[config.mk]
export PLATFORM = sky130hd
export DESIGN_NAME = mem_port_arbiter
export DESIGN_NICKNAME = d
export VERILOG_FILES = /design/src/rtl/mem_arb_pkg.sv /design/src/rtl/mem_rsp_tracker.sv /design/src/rtl/mem_port_arbiter.sv
export SDC_FILE = /design/constraint.sdc
export NUM_CORES = 1
export LEC_CHECK = 0
export ABC_CLOCK_PERIOD_IN_PS = 2100
export BUFFER_PORTS_ARGS = -buffer_cell sky130_fd_sc_hd__clkbuf_2
export CAP_MARGIN = 30
export CELL_PAD_IN_SITES_DETAIL_PLACEMENT = 0
export CELL_PAD_IN_SITES_GLOBAL_PLACEMENT = 2
export CORE_ASPECT_RATIO = 1.75
export CORE_MARGIN = 1.5
export CORE_UTILIZATION = 11
export CTS_CLUSTER_DIAMETER = 200
export CTS_CLUSTER_SIZE = 30
export DETAILED_ROUTE_END_ITERATION = 10
export GPL_ROUTABILITY_DRIVEN = 1
export PLACE_DENSITY = 0.89
export REMOVE_ABC_BUFFERS = 1
export SLEW_MARGIN = 20
export SYNTH_ARGS = -nofsm -noshare
export SYNTH_HDL_FRONTEND = slang
export SYNTH_SLANG_ARGS = --single-unit
export TNS_END_PERCENT = 5
[constraint.sdc]
create_clock -name clk -period 2.1 [get_ports clk]
set_input_delay 0.42 -clock clk [delete_from_list [all_inputs] [get_ports clk]]
set_output_delay 0.42 -clock clk [all_outputs]
set_load 0.005 [all_outputs]
[src/rtl/mem_arb_pkg.sv]
// rtl/mem_arb_pkg.sv - shared types and widths for the memory port arbiter
package mem_arb_pkg;

   typedef enum logic [1:0] {
      SRC_NONE,
      SRC_FETCH,
      SRC_DATA
   } src_e;

   localparam int ADDR_W = 16;
   localparam int DATA_W = 16;

endpackage

[src/rtl/mem_rsp_tracker.sv]
// rtl/mem_rsp_tracker.sv - read-tag delay line that steers returned read data to its requester
module mem_rsp_tracker
   import mem_arb_pkg::*;
#(
   parameter int RD_LATENCY = 1
) (
   input  logic clk,
   input  logic reset,
   input  src_e push_tag,
   output logic rsp_fetch_valid,
   output logic rsp_data_valid
);

   src_e pipe [RD_LATENCY];

   // One slot per cycle of memory latency; reset drops every in-flight read.
   always_ff @(posedge clk or posedge reset) begin
      if (reset) begin
         for (int i = 0; i < RD_LATENCY; i++) begin
            pipe[i] <= SRC_NONE;
         end
      end else begin
         pipe[0] <= push_tag;
         for (int i = 1; i < RD_LATENCY; i++) begin
            pipe[i] <= pipe[i-1];
         end
      end
   end

   assign rsp_fetch_valid = (pipe[RD_LATENCY-1] == SRC_FETCH);
   assign rsp_data_valid  = (pipe[RD_LATENCY-1] == SRC_DATA);

endmodule

[src/rtl/mem_port_arbiter.sv]
// rtl/mem_port_arbiter.sv - shares one memory port between instruction fetch and load/store
module mem_port_arbiter
   import mem_arb_pkg::*;
#(
   parameter int RD_LATENCY     = 1,
   parameter int MAX_DATA_BURST = 4
) (
   input  logic              clk,
   input  logic              reset,
   input  logic              i_fetch_req,
   input  logic [ADDR_W-1:0] i_fetch_addr,
   output logic              o_fetch_gnt,
   output logic              o_fetch_rdvalid,
   output logic [DATA_W-1:0] o_fetch_rddata,
   input  logic              i_data_rd,
   input  logic              i_data_wr,
   input  logic [ADDR_W-1:0] i_data_addr,
   input  logic [DATA_W-1:0] i_data_wrdata,
   output logic              o_data_gnt,
   output logic              o_data_rdvalid,
   output logic [DATA_W-1:0] o_data_rddata,
   output logic [ADDR_W-1:0] o_mem_addr,
   output logic              o_mem_rd,
   output logic              o_mem_wr,
   output logic [DATA_W-1:0] o_mem_wrdata,
   input  logic [DATA_W-1:0] i_mem_rddata,
   input  logic              i_mem_waitrequest
);

   localparam logic [2:0] BURST_MAX = 3'(MAX_DATA_BURST);

   logic       data_req;
   logic       data_is_rd;
   logic       fetch_win;
   logic       data_win;
   logic       fetch_gnt;
   logic       data_gnt;
   logic [2:0] burst_cnt;
   src_e       push_tag;
   logic       rsp_fetch_valid;
   logic       rsp_data_valid;

   // Data normally wins; a full data burst with fetch waiting hands the port to fetch.
   always_comb begin
      data_req   = i_data_rd | i_data_wr;
      data_is_rd = i_data_rd & ~i_data_wr;
      fetch_win  = ~reset & i_fetch_req & (~data_req | (burst_cnt == BURST_MAX));
      data_win   = ~reset & data_req & ~fetch_win;
      fetch_gnt  = fetch_win & ~i_mem_waitrequest;
      data_gnt   = data_win & ~i_mem_waitrequest;
      push_tag   = SRC_NONE;
      if (fetch_gnt) begin
         push_tag = SRC_FETCH;
      end else if (data_gnt && data_is_rd) begin
         push_tag = SRC_DATA;
      end
   end

   assign o_fetch_gnt  = fetch_gnt;
   assign o_data_gnt   = data_gnt;
   assign o_mem_addr   = fetch_win ? i_fetch_addr : (data_win ? i_data_addr : '0);
   assign o_mem_rd     = fetch_win | (data_win & data_is_rd);
   assign o_mem_wr     = data_win & i_data_wr;
   assign o_mem_wrdata = data_win ? i_data_wrdata : '0;

   always_ff @(posedge clk or posedge reset) begin
      if (reset) begin
         burst_cnt <= '0;
      end else if (fetch_gnt || !i_fetch_req) begin
         burst_cnt <= '0;
      end else if (data_gnt && burst_cnt != BURST_MAX) begin
         burst_cnt <= burst_cnt + 3'd1;
      end
   end

   mem_rsp_tracker #(
      .RD_LATENCY (RD_LATENCY)
   ) u_rsp_tracker (
      .clk             (clk),
      .reset           (reset),
      .push_tag        (push_tag),
      .rsp_fetch_valid (rsp_fetch_valid),
      .rsp_data_valid  (rsp_data_valid)
   );

   assign o_fetch_rdvalid = rsp_fetch_valid;
   assign o_data_rdvalid  = rsp_data_valid;
   assign o_fetch_rddata  = rsp_fetch_valid ? i_mem_rddata : '0;
   assign o_data_rddata   = rsp_data_valid ? i_mem_rddata : '0;

endmodule

Word level (Yosys, flattened, before mapping)
Cells that the tools add are included.

operators by class
  $add $sub $neg = 1
  equality and inequality tests = 4
  multiplexer cells = 9
  bitwise gates (word level) = 17
  reduce and logical (&&, ||, !) cells = 5

operators with widths
  cell                                                              count
  16-bit 2-to-1 mux                                                 5
  1-bit bitwise AND                                                 9
  3-bit 2-to-1 mux                                                  2
  1-bit inverter                                                    5
  2-bit 2-to-1 mux                                                  2
  3-bit by 1-bit adder with 3-bit output (second input constant)    1
  3-bit == test (second input constant)                             1
  3-bit inequality test (second input constant)                     1
  1-bit bitwise OR                                                  3
  2-bit by 1-bit == test with 1-bit output (second input constant)  1
  2-bit == test (second input constant)                             1
  1-bit logical AND                                                 2
  2-bit nonzero test                                                1
  1-bit logical NOT                                                 1
  1-bit logical OR                                                  1

word-level totals
  flip-flop bits (word level) = 5
  input bits = 70
  output and inout port bits = 70

Logic depth before layout (Yosys ltp)
  depth after elaboration = 10
  mapped depth = 6
  mapped depth without buffers = 5

By module
A second synthesis with hierarchy kept.

unflattened totals
  cell total of the unflattened synthesis = 107
  area total of the unflattened synthesis = 855.8 µm²

by module, submodules not included
  module            times used  cells each  area each (µm²)
  mem_port_arbiter  1           102         787.0
  mem_rsp_tracker   1           5           68.8

Worst setup path before layout
Ideal clock, no wire load.

  path kind = register to output
  start point = reg burst_cnt[0]
  end point = out o_fetch_gnt
  arrival = 1.367 ns
  data required time = 1.680 ns
  path slack = 0.313 ns
  stages on the path, launching flop included = 7
  path buffers = 1
  cell sequence = dfrtp_1 -> inv_1 -> ha_1 -> a2bb2oi_2 -> nor3b_4 -> buf_6 -> and2_1

on the way
  longest elaborated chain between the ends = 4

RTL lines
  what                    RTL line                RTL
  start, declared         mem_port_arbiter.sv:38  logic [2:0] burst_cnt;
  start signal, assigned  mem_port_arbiter.sv:72  burst_cnt <= burst_cnt + 3'd1;
  3-bit == test           mem_port_arbiter.sv:47  fetch_win = ~reset & i_fetch_req & (~data_req | (burst_cnt == BURST_MAX));
  1-bit bitwise OR        mem_port_arbiter.sv:47
  1-bit bitwise AND       mem_port_arbiter.sv:47
  1-bit bitwise AND       mem_port_arbiter.sv:49  fetch_gnt = fetch_win & ~i_mem_waitrequest;
  end, declared           mem_port_arbiter.sv:12  output logic o_fetch_gnt,

Every way passes these cells.

Worst setup path after layout
  start point = reg burst_cnt[0]
  end point = out o_mem_wrdata[8]

on the way
  longest elaborated chain between the ends = 6

RTL lines
  what               RTL line                RTL
  3-bit == test      mem_port_arbiter.sv:47
  1-bit bitwise OR   mem_port_arbiter.sv:47
  1-bit bitwise AND  mem_port_arbiter.sv:47
  1-bit inverter     mem_port_arbiter.sv:48  data_win = ~reset & data_req & ~fetch_win;
  1-bit bitwise AND  mem_port_arbiter.sv:48
  16-bit 2-to-1 mux  mem_port_arbiter.sv:64  assign o_mem_wrdata = data_win ? i_data_wrdata : '0;
  end, declared      mem_port_arbiter.sv:25  output logic [DATA_W-1:0] o_mem_wrdata,

Every way passes these cells.

==> out/results.txt <==
largest cells by area after synthesis: and2_1, dfrtp_1, a22o_1, a22o_2, ha_1
Routed WL per cell: 11.13 um
maximum fanout along the worst path: 4
grt ovf: 0
Crit Path Class: register to output pin
Root Driver: clkbuf_16
chip width: 69.43 um
Die Ht: 119.3 um
Combinational Power Share: 0.375
Crit. End Element: output pin
initial antenna violation count: 0
Worst Hold Class: input port to async pin
Sinks on Clock Net: 5
Arr. time, crit path: 1660 ps
Setup WS post-layout: 18.81 ps
Placer Congestion: 0.8367
status: complete, no violations
total routed wirelength: 3839 um
Avg Inst Size Synth: 8.015 um2
Yosys top cell area share: 0.3829
Core Footprint: 7515 um2
I/O Buffers: 139
slew margin rel.: 0.5988
NetSw: 0.0001596 W
Netlist cell types: 26
Fmax: 480.5 MHz
Ports: 140
fin crit share: 0.9910
vias in the first global route: 1,335
Post-Synthesis Cell Area: 849.6 um2
Hold Fails Final Rpt: 0
Clk pwr share: 0.471
Static Leak: 1.108 nW
maxcap violations: 0
Slew Limit Fails: 0
sequential share of the synthesized area: 0.1473
P_int: 0.0004945 W
RSZ-0062 raised after global routing: yes
Post-Place Worst Slack: 95.11 ps
Sw Share: 0.2440
number of cell rows: 42
Cells after Synth: 106
fraction of layout cells with a size suffix above 1: 0.6693
P&R area growth vs syn: 121.5%
Num CTS Buffers: 3
Seq pwr share: 0.154
Reg clk slew, reported paths: 30 ps
Initial Util: 0.1131
die area: 8280 um2
slew of the pin with the lowest slew margin: 596.7 ps
# H-tree levels: 1
gr usage total: 0.08982
largest area contributor in the netlist: and2_1
clk buf depth: 2
dpl hpwl: 3029 um
# hold bufs at CTS: 0
CTS tree: yes
Final nets: 330
worst vdd ir: 0.3176 mV
drt first pass iters: 4
final core occ: 0.2504
drc violations: 0
Via-to-Cell Ratio: 4.032
Req. time, crit path: 1680 ps
post-route ant nets: 0
maximum number of pins on one net before global-route repair: 18
setup violators final: 0
Clock Skew: 0.6496 ps
first-pass GRT wire length: 5899 um
vias: 1,391
Clock Latency Late Sink: 220 ps
Seq cells post-synth: 5
Final min period: 2081 ps
yosys warns: 0
Setup crit start kind: register
drt initial violations: 23
ant diodes: 0
pwr dens: 347.6 nW/um2
[worst max-delay path, cell delays in order (launching register included)]
cell,delay [ps]
dfrtp_1,350
inv_2,60
ha_4,160
and2_4,170
a21oi_4,190
buf_6,150
clkbuf_16,130
and2_4,120
clkbuf_2,100
[path summary, 6_finish.rpt]
check,from,end,slack [ps],cells past startpoint
min in group clk,i_mem_waitrequest,u_rsp_tracker.pipe[1]$_DFF_PP0_,480,2
worst min register to register,burst_cnt[2]$_DFFE_PP0P_,burst_cnt[2]$_DFFE_PP0P_,600,1
worst max register to register,burst_cnt[0]$_DFFE_PP0P_,burst_cnt[2]$_DFFE_PP0P_,570,6
worst max-delay path,burst_cnt[0]$_DFFE_PP0P_,o_mem_wrdata[8],20,8
max in group asynchronous,reset,u_rsp_tracker.pipe[0]$_DFF_PP0_,1760,2
worst min-delay path,reset,burst_cnt[0]$_DFFE_PP0P_,170,2
[area by class of cell]
cell class | count | area, um2
multi-input combinational | 91 | 695.7
clock buffer | 4 | 78.83
sequential | 5 | 125.1
fill | 841 | 5633
tap | 88 | 110.1
inverter | 4 | 15.01
timing repair buffer | 153 | 857.1
[synthesized netlist by cell type, drive strengths merged]
cell	n
nor4b	1
clkbuf	2
and2	52
or2b	1
nor2b	2
nand2	1
a2bb2oi	1
o31ai	3
a31oi	1
nand4	2
a22o	16
o21ba	1
dfrtp	5
o21bai	2
a21oi	3
inv	4
nor3b	2
ha	2
a211oi	1
buf	4
[repair_timing]
item / CTS / global route
pin swaps: 2 / 6
buffers inserted: 6 / 2
resized for setup: 7 / 13
endpoints found under the setup margin: 36 / 35
cloned: 2 / 1
[per-stage QoR]
stage	hold slack (ps)	TNS, ps	std cells	instance area [um2]	total power (W)
global route	206.8	-326.0	345	1882	0.0006874
floorplan	198.5	0	100	813.3	0.0001797
global placement	402.1	0	332	1669	0.0003148
CTS	174.9	0	344	1868	0.0006590
finish	173.6	0	345	1882	0.0006541
detailed placement	418.9	0	332	1669	0.0003153
[metal layers]
| metal | share of wire | vias up | routed length (um) | global-route usage |
|---|---|---|---|---|
| met2 | 0.55 | 145 | 2119 | 0.1905 |
| met1 | 0.31 | 565 | 1183 | 0.07720 |
| li1 | - | 673 | - | - |
| met3 | 0.12 | 8 | 453 | 0.01269 |
| met4 | 0.021 | 0 | 82 | 0.04289 |
| met5 | 0 | - | 0 | 0 |
[cell usage in the layout, fill, tap and decap left out, drive strengths merged]
master   instances
nor3b            2
or2b             1
dfrtp            5
o31ai            3
o21bai           2
and2            52
inv              4
a31oi            1
nand2            1
o21ba            1
nor4b            1
a21oi            3
a211oi           1
buf             17
a2bb2oi          1
a22o            16
nor2b            2
ha               2
nand4            2
clkbuf         140
[power groups by stage]
| stage | logic [W] | registers (W) | clock network (W) |
|---|---|---|---|
| floorplan | 0.0000781 | 0.000102 | 0 |
| global placement | 0.000213 | 0.000102 | 0 |
| detailed placement | 0.000213 | 0.000102 | 0 |
| CTS | 0.000247 | 0.000101 | 0.000311 |
| global route | 0.000270 | 0.000101 | 0.000317 |
| finish | 0.000245 | 0.000101 | 0.000308 |
[cells by family (layout without fill, tap and decap cells)]
group                    after synthesis  count (layout)  synth area share
AND/OR/NAND/NOR                       61              61            0.4669
flip-flops                             5               5            0.1473
adder cells (fa/ha/maj)                2               2           0.02945
AO/OA/AOI/OAI                         28              28            0.2960
buffers and inverters                 10             161           0.06038
[sequential cells by signal, summed over array words and instances, names as in the netlist]
name,flops
u_rsp_tracker.pipe,2
burst_cnt,3
(Power assumes the default switching activity.)
